### config.mk
export PLATFORM = sky130hd
export DESIGN_NAME = stack_mem_unit_flat
export DESIGN_NICKNAME = d
export VERILOG_FILES = /design/src/rtl/stack_mem_unit_if.sv /design/src/rtl/stack_mem_unit.sv /design/src/flat_wrapper.sv
export SDC_FILE = /design/constraint.sdc
export NUM_CORES = 1
export LEC_CHECK = 0
export ABC_AREA = 1
export BUFFER_PORTS_ARGS = -buffer_cell sky130_fd_sc_hd__buf_4
export CAP_MARGIN = 20
export CORE_MARGIN = 5
export CORE_UTILIZATION = 40
export CTS_CLUSTER_SIZE = 24
export DETAILED_ROUTE_END_ITERATION = 8
export GPL_ROUTABILITY_DRIVEN = 1
export PLACE_DENSITY = 0.63
export SETUP_SLACK_MARGIN = 0.1
export SLEW_MARGIN = 20
export SYNTH_ARGS = -nofsm -noshare
export SYNTH_HDL_FRONTEND = slang
export SYNTH_SLANG_ARGS = --single-unit
export TNS_END_PERCENT = 30
### constraint.sdc
create_clock -name clk -period 9 [get_ports clk]
set_input_delay 0.9 -clock clk [delete_from_list [all_inputs] [get_ports clk]]
set_output_delay 0.9 -clock clk [all_outputs]
set_load 0.01 [all_outputs]
### src/rtl/stack_mem_unit_if.sv
// ---------------------------------------------------------------------------
// stack_mem_unit_if
//   Request/acknowledge data-memory bus between the stack/memory unit and the
//   data memory. The requester asserts dm_req and keeps dm_we, dm_addr and
//   dm_wdata stable until dm_ack. dm_rdata is valid in the dm_ack cycle.
//
//   Signals:
//     dm_req   requester -> memory  request, held until dm_ack
//     dm_we    requester -> memory  1 = write, 0 = read
//     dm_addr  requester -> memory  word address (ADDR_W)
//     dm_wdata requester -> memory  write data (DATA_W)
//     dm_ack   memory -> requester  completion, read data valid same cycle
//     dm_rdata memory -> requester  read data (DATA_W)
//
//   Modports: master = requester (the stack unit), slave = memory.
// ---------------------------------------------------------------------------
interface stack_mem_unit_if #(
  parameter int DATA_W = 32,
  parameter int ADDR_W = 16
);

  logic              dm_req;
  logic              dm_we;
  logic [ADDR_W-1:0] dm_addr;
  logic [DATA_W-1:0] dm_wdata;
  logic              dm_ack;
  logic [DATA_W-1:0] dm_rdata;

  modport master (
    output dm_req,
    output dm_we,
    output dm_addr,
    output dm_wdata,
    input  dm_ack,
    input  dm_rdata
  );

  modport slave (
    input  dm_req,
    input  dm_we,
    input  dm_addr,
    input  dm_wdata,
    output dm_ack,
    output dm_rdata
  );

endinterface : stack_mem_unit_if

### src/rtl/stack_mem_unit.sv
// ---------------------------------------------------------------------------
// stack_mem_unit
//   Memory-stage responder. Executes the decoder's memory/stack controls
//   (load, store, push, pop, call, return), owns the stack pointer and runs at
//   most one data-memory transaction per accepted op. op_ready is low while an
//   op is in flight so the pipeline stalls.
//
//   The stack is full-descending: sp points at the last pushed word, SP_TOP is
//   the empty value and SP_BOT the full value.
//
//   Ports:
//     clk, rst                 clock, asynchronous active-high reset
//     op_valid / op_ready      op handshake from decode
//     mem_rd, mem_wr           decoded load / store controls
//     mem_addr_sel             1 = SP-relative access, 0 = use addr_in
//     sp_sel                   00 hold, 01 push, 10 pop, 11 reserved (= hold)
//     call, returni            push pc_ret / pop return address
//     addr_in, wr_data, pc_ret operands, sampled only at accept
//     done                     one-cycle completion pulse
//     rd_data                  load/pop result, valid with done
//     ret_valid                with done for a successful returni
//     err_ovf, err_unf         with done on stack overflow / underflow
//     sp                       current stack pointer
//     dm                       data-memory bus (master side)
// ---------------------------------------------------------------------------
module stack_mem_unit #(
  parameter int                 DATA_W = 32,
  parameter int                 ADDR_W = 16,
  parameter logic [ADDR_W-1:0]  SP_TOP = 16'hFFFF,
  parameter logic [ADDR_W-1:0]  SP_BOT = 16'hFF00
) (
  input  logic              clk,
  input  logic              rst,

  input  logic              op_valid,
  output logic              op_ready,
  input  logic              mem_rd,
  input  logic              mem_wr,
  input  logic              mem_addr_sel,
  input  logic [1:0]        sp_sel,
  input  logic              call,
  input  logic              returni,
  input  logic [ADDR_W-1:0] addr_in,
  input  logic [DATA_W-1:0] wr_data,
  input  logic [DATA_W-1:0] pc_ret,

  output logic              done,
  output logic [DATA_W-1:0] rd_data,
  output logic              ret_valid,
  output logic              err_ovf,
  output logic              err_unf,
  output logic [ADDR_W-1:0] sp,

  stack_mem_unit_if.master  dm
);

  typedef enum logic [1:0] {
    S_IDLE,
    S_REQ,
    S_RESP
  } state_t;

  typedef enum logic [2:0] {
    OP_NONE,
    OP_PUSH,
    OP_POP,
    OP_STORE,
    OP_LOAD
  } op_kind_t;

  state_t            state;
  state_t            state_nxt;

  // Decoded view of the op currently on the inputs.
  op_kind_t          dec_kind;
  logic [DATA_W-1:0] dec_data;
  logic              dec_ret;
  logic              dec_ovf;
  logic              dec_unf;
  logic              accept;

  // Latched copy of the accepted op.
  op_kind_t          kind_q;
  logic              ret_q;
  logic              ovf_q;
  logic              unf_q;
  logic              we_q;
  logic [ADDR_W-1:0] addr_q;
  logic [DATA_W-1:0] wdata_q;

  // -------------------------------------------------------------------------
  // Decode, highest priority first. call and returni override any plain
  // stack or memory controls that arrive with them. Reserved sp_sel=11 never
  // matches the stack rules, so it falls through to store/load on addr_in.
  // -------------------------------------------------------------------------
  always_comb begin
    // NOTE: every variable assigned in always_comb gets a default first;
    // any path that skips an assignment would otherwise infer a latch.
    dec_kind = OP_NONE;
    dec_data = wr_data;
    dec_ret  = 1'b0;
    if (call) begin
      dec_kind = OP_PUSH;
      dec_data = pc_ret;
    end else if (returni) begin
      dec_kind = OP_POP;
      dec_ret  = 1'b1;
    end else if (mem_addr_sel && (sp_sel == 2'b01)) begin
      dec_kind = OP_PUSH;
    end else if (mem_addr_sel && (sp_sel == 2'b10) && mem_rd) begin
      dec_kind = OP_POP;
    end else if (mem_wr) begin
      dec_kind = OP_STORE;
    end else if (mem_rd) begin
      dec_kind = OP_LOAD;
    end
  end

  assign accept  = op_valid && (state == S_IDLE);
  assign dec_ovf = (dec_kind == OP_PUSH) && (sp == SP_BOT);
  assign dec_unf = (dec_kind == OP_POP)  && (sp == SP_TOP);

  // -------------------------------------------------------------------------
  // FSM: state register
  // -------------------------------------------------------------------------
  always_ff @(posedge clk or posedge rst) begin
    // NOTE: sequential state uses non-blocking assignments so every register
    // samples the pre-edge values regardless of statement order.
    if (rst) begin
      state <= S_IDLE;
    end else begin
      state <= state_nxt;
    end
  end

  // -------------------------------------------------------------------------
  // FSM: next state. A no-action op is consumed in IDLE without leaving it.
  // Bounds errors skip the memory access and complete on the next cycle.
  // -------------------------------------------------------------------------
  always_comb begin
    state_nxt = state;
    unique case (state)
      S_IDLE: begin
        if (accept && (dec_kind != OP_NONE)) begin
          state_nxt = (dec_ovf || dec_unf) ? S_RESP : S_REQ;
        end
      end
      S_REQ: begin
        if (dm.dm_ack) begin
          state_nxt = S_RESP;
        end
      end
      S_RESP: begin
        state_nxt = S_IDLE;
      end
      default: begin
        state_nxt = S_IDLE;
      end
    endcase
  end

  // -------------------------------------------------------------------------
  // Outputs decoded from the registered state. dm_req comes straight from the
  // state register, so an asynchronous reset drops it immediately.
  // -------------------------------------------------------------------------
  assign op_ready    = (state == S_IDLE);
  assign done        = (state == S_RESP);
  assign ret_valid   = (state == S_RESP) && ret_q && !unf_q;
  assign err_ovf     = (state == S_RESP) && ovf_q;
  assign err_unf     = (state == S_RESP) && unf_q;

  assign dm.dm_req   = (state == S_REQ);
  assign dm.dm_we    = we_q;
  assign dm.dm_addr  = addr_q;
  assign dm.dm_wdata = wdata_q;

  // -------------------------------------------------------------------------
  // Datapath. The request fields are captured at accept and stay stable for
  // the whole REQ phase. SP moves only in the dm_ack cycle, never at accept.
  // -------------------------------------------------------------------------
  always_ff @(posedge clk or posedge rst) begin
    if (rst) begin
      sp      <= SP_TOP;
      rd_data <= '0;
      kind_q  <= OP_NONE;
      ret_q   <= 1'b0;
      ovf_q   <= 1'b0;
      unf_q   <= 1'b0;
      we_q    <= 1'b0;
      addr_q  <= '0;
      wdata_q <= '0;
    end else begin
      if (accept && (dec_kind != OP_NONE)) begin
        kind_q <= dec_kind;
        ret_q  <= dec_ret;
        ovf_q  <= dec_ovf;
        unf_q  <= dec_unf;
        if (dec_unf) begin
          rd_data <= '0;
        end
        if (!(dec_ovf || dec_unf)) begin
          unique case (dec_kind)
            OP_PUSH: begin
              addr_q  <= sp - ADDR_W'(1);
              we_q    <= 1'b1;
              wdata_q <= dec_data;
            end
            OP_POP: begin
              addr_q  <= sp;
              we_q    <= 1'b0;
            end
            OP_STORE: begin
              addr_q  <= addr_in;
              we_q    <= 1'b1;
              wdata_q <= wr_data;
            end
            OP_LOAD: begin
              addr_q  <= addr_in;
              we_q    <= 1'b0;
            end
            default: begin
            end
          endcase
        end
      end

      // dm_ack is only meaningful while a request is outstanding.
      if ((state == S_REQ) && dm.dm_ack) begin
        if (!we_q) begin
          rd_data <= dm.dm_rdata;
        end
        if (kind_q == OP_PUSH) begin
          sp <= sp - ADDR_W'(1);
        end else if (kind_q == OP_POP) begin
          sp <= sp + ADDR_W'(1);
        end
      end
    end
  end

endmodule : stack_mem_unit

### src/flat_wrapper.sv
// flat-port wrapper written by rule: the top's interface ports become plain ports
module stack_mem_unit_flat 
#(
  parameter int                 DATA_W = 32,
  parameter int                 ADDR_W = 16,
  parameter logic [ADDR_W-1:0]  SP_TOP = 16'hFFFF,
  parameter logic [ADDR_W-1:0]  SP_BOT = 16'hFF00
)
  (clk, rst, op_valid, op_ready, mem_rd, mem_wr, mem_addr_sel, sp_sel, call, returni, addr_in, wr_data, pc_ret, done, rd_data, ret_valid, err_ovf, err_unf, sp, dm_dm_req, dm_dm_we, dm_dm_addr, dm_dm_wdata, dm_dm_ack, dm_dm_rdata);
  stack_mem_unit_if #(.DATA_W(DATA_W), .ADDR_W(ADDR_W)) dm_i ();
  input  logic clk;
  input  logic rst;
  input  logic op_valid;
  output logic op_ready;
  input  logic mem_rd;
  input  logic mem_wr;
  input  logic mem_addr_sel;
  input  logic [1:0] sp_sel;
  input  logic call;
  input  logic returni;
  input  logic [ADDR_W-1:0] addr_in;
  input  logic [DATA_W-1:0] wr_data;
  input  logic [DATA_W-1:0] pc_ret;
  output logic done;
  output logic [DATA_W-1:0] rd_data;
  output logic ret_valid;
  output logic err_ovf;
  output logic err_unf;
  output logic [ADDR_W-1:0] sp;
  output wire logic [$bits(dm_i.dm_req)-1:0] dm_dm_req;
  output wire logic [$bits(dm_i.dm_we)-1:0] dm_dm_we;
  output wire logic [$bits(dm_i.dm_addr)-1:0] dm_dm_addr;
  output wire logic [$bits(dm_i.dm_wdata)-1:0] dm_dm_wdata;
  input wire logic [$bits(dm_i.dm_ack)-1:0] dm_dm_ack;
  input wire logic [$bits(dm_i.dm_rdata)-1:0] dm_dm_rdata;
  assign dm_dm_req = dm_i.dm_req;
  assign dm_dm_we = dm_i.dm_we;
  assign dm_dm_addr = dm_i.dm_addr;
  assign dm_dm_wdata = dm_i.dm_wdata;
  assign dm_i.dm_ack = dm_dm_ack;
  assign dm_i.dm_rdata = dm_dm_rdata;
  stack_mem_unit #(.DATA_W(DATA_W), .ADDR_W(ADDR_W), .SP_TOP(SP_TOP), .SP_BOT(SP_BOT)) u_core (.clk(clk), .rst(rst), .op_valid(op_valid), .op_ready(op_ready), .mem_rd(mem_rd), .mem_wr(mem_wr), .mem_addr_sel(mem_addr_sel), .sp_sel(sp_sel), .call(call), .returni(returni), .addr_in(addr_in), .wr_data(wr_data), .pc_ret(pc_ret), .done(done), .rd_data(rd_data), .ret_valid(ret_valid), .err_ovf(err_ovf), .err_unf(err_unf), .sp(sp), .dm(dm_i));
endmodule
==> impl_metrics.tcl <==
set metrics [dict create \
    num_antenna_cells 0 \
    first_global_vias 5670 \
    number_of_cts_inserted_buffers 9 \
    rsz_0062_raised_after_global_routing "no" \
    coreArea_um2 15310 \
    irDropWorstVdd_mv 0.1204 \
    netlist.top_cell.by_area "dfrtp_1" \
    fin_crit_sh_pct 34.36 \
    synth-compound-area-share_pct 7.923 \
    ys_seq_area_share_pct 42.02 \
    syn_area_per_cell_um2 7.387 \
    grt_max_degree 66 \
    yosys.area_share.adder_pct 0.3971 \
    post_cts_buffers 0 \
    num_rows 45 \
    floorplan.die_area_um2 18360 \
    detail_route.iter0.violations 464 \
    worst_r2r_startpoint "u_core.sp[9]" \
    hold_viol 0 \
    nNetsFinal 1174 \
    holdCritPathClass "flop to flop" \
    crit_path_start "call" \
    place.detailed.instances 1249 \
    run_status "finished, final reports clean" \
    number_of_synthesized_flops_with_an_enable_pin 0 \
    wire_length_of_the_first_global_routing_pass_um 29310 \
    yosys_register_bits 105 \
    power.total_uw 2542 \
    post_synth_mux_area_share_pct 5.083 \
    routabilityCongestion 0.8727 \
    globalRoute.totalOverflow 0 \
    synth_top_family_by_area "simple AND/OR/NAND/NOR gates" \
    portBuffers 225 \
    cp_common_cell "nand2_1" \
    proportion_of_layout_cells_with_a_drive_suffix_above_1_pct 30.93 \
    hold_path.startpoint "u_core.dm.dm_addr[15]" \
    postRouteWirelength_um 18620 \
    worst_ep_required_time_ns 9.26 \
    timing_max_transition_violations_final 0 \
    tritoncts "done" \
    area_share_of_and_or_nand_nor_cells_after_synthesis_pct 32.19 \
    finClkSkew_ns 0.01110 \
    area_delta_synth_final_pct 31.87 \
    synth.distinct_cells 36 \
    antenna_found_initial 0 \
    drc 0 \
    insertion_delay_ns 0.35 \
    power_density_nw_per_um2 305.9 \
    syn-num-nets 978 \
    max_cap_violations 0 \
    setup_tns_ns 0 \
    ctsLongestPathBuffers 2 \
    die_width_um 135.5 \
    clk_root_buffer_cell "clkbuf_16" \
    synthCells 853 \
    design_area_um2 8309 \
    place_area_um2 7996 \
    most_common_cell_in_the_netlist "nand2_1" \
    post-synth-top-area-fraction_pct 35.35 \
    numClockSinks 105 \
    drt-vias-per-instance 4.696 \
    setup_violations 0 \
    grt_usage_pct 19.94 \
    worstSetupEndpointType "flop" \
    postCtsResizedCells 0 \
    post_synthesis_cell_area_um2 6301 \
    fmaxAchievable_ghz 0.3233 \
    cts.hold.buffers_added 0 \
    critical_path.top_delay_family "simple AND/OR/NAND/NOR gates" \
    worstMarginPinSlew_ns 0.9071 \
    dp.final_hpwl_um 14070 \
    cts.clk_slew.worst_paths_ns 0.07 \
    ys_dominant_reg_cell "dfrtp_1" \
    most_frequent_cells_after_synthesis "304 x nand2_1, 95 x inv_1, 89 x dfrtp_1, 76 x nor2_1, 60 x nand3_1" \
    netlist_top_cells_area "dfrtp_1 35%, nand2_1 18%, dfstp_2 6.7%, inv_1 5.7%, mux2i_1 5.1%" \
    detail_route.wl_per_cell_um 14.72 \
    firstDrtPassIters 5 \
    design.portCount 226 \
    fin_cells 1265 \
    timing.slew.headroom_pct 39.53 \
    synth_warnings 0 \
    fin_util_pct 54.26 \
    crit_arrival_ns 3.36 \
    final.min_clock_period_ns 3.093 \
    cp_num_buf_inv 2 \
    floorplan.die.height_um 135.5 \
    cp_cell_sequence "buf_4 -> inv_1 -> nand2_1 -> nand2_1 -> o21a_1 -> nand2_4 -> nand2_1 -> o21ai_2" \
    crit_path_max_incr_delay_ns 0.65 \
    crit_path_max_fanout 65 \
    critPathLaunchType "input pin" \
    ant_nets 0 \
    dr_total_vias 5941 \
    starting_density_of_the_core_pct 41.14 \
    p_leak_uw 0.004585 \
    slowest_stage "nand2_4" \
    async_s_r_ff_share_synth_pct 100.0 \
    setup.worst_path.class "input pin to flop" \
    cts-htree-levels 3 \
    yosys.area_share.xor_xnor_pct 1.668 \
]
worst min-delay path, stage by stage (launching register included):
cell     delay, ns
dfrtp_1       0.35
nand2_1       0.05
nand2_1       0.05
where the power goes:
group,internal [uW],switching (uW)
Combinational,544,666
Clock,227,192
Sequential,713,200
area by class of cell:
cell class                 instances  area, um2
fill                            1574       7005
multi-input combinational        604       2988
sequential                       105       2648
timing repair buffer             229       1719
inverter                         100      377.9
tap                              211      264.0
clock buffer                      10      239.0
clock inverter                     6      73.82
layer usage:
layer | wire [um] | track usage, % | vias to the layer above
li1 | - | - | 3031
met1 | 8219 | 26.76 | 2661
met2 | 8626 | 32.22 | 227
met3 | 1504 | 4.606 | 22
met4 | 271 | 5.823 | 0
met5 | 0 | 0 | -
placed cells by master (no fill, tap or decap), types with 2 or more instances in the layout:
cell,instances
nand2_4,2
nand2_1,304
o21ai_0,17
nand2_2,20
o21a_1,3
inv_1,94
mux2i_1,32
inv_2,3
clkinv_1,2
nand3_1,60
nor3_1,5
clkbuf_16,9
clkinvlp_4,2
a22oi_1,2
o21ai_1,5
o22ai_1,3
nor2_4,5
nand4_1,4
a21oi_1,16
dfstp_2,16
xor2_1,11
dfrtp_1,89
nor2_2,4
o21ai_2,27
buf_4,229
nor2_1,76
ha_1,2
logic make-up after synthesis:
group                      Yosys count
adders and majority gates            2
xor gates and xnor gates            12
buffers and inverters              144
muxes                               32
AOI/OAI and AO/OA                   75
DFF                                105
and+or+nand+nor                    483
registers in the layout (all words and copies together), names as in the netlist:
register	flops
u_core.dm.dm_wdata	32
u_core.rd_data	32
u_core.dm.dm_addr	16
u_core.sp	16
u_core.kind_q	3
u_core.state	2
u_core.dm.dm_we	1
u_core.ovf_q	1
u_core.ret_q	1
u_core.unf_q	1
per-stage QoR:
step	hold slack, ns	setup slack, ns
6_report	0.4804	5.907
5_1_grt	0.5116	5.612
4_1_cts	0.4882	5.946
3_5_place_dp	0.4687	5.585
3_3_place_gp	0.4659	5.639
2_1_floorplan	0.4639	5.366
path summary, 6_finish.rpt:
kind	endpoint	cells after the start	slack, ns
hold / removal	u_core.dm.dm_addr[15]	2	0.48
setup reg to reg	u_core.dm.dm_wdata[5]	9	6.60
setup / recovery	u_core.dm.dm_wdata[5]	8	5.91
min in group asynchronous	u_core.dm.dm_wdata[6]	2	0.60
max in group asynchronous	u_core.rd_data[29]	3	7.20
hold reg to reg	u_core.dm.dm_addr[15]	2	0.48
Power figures use the tool's default switching activity.
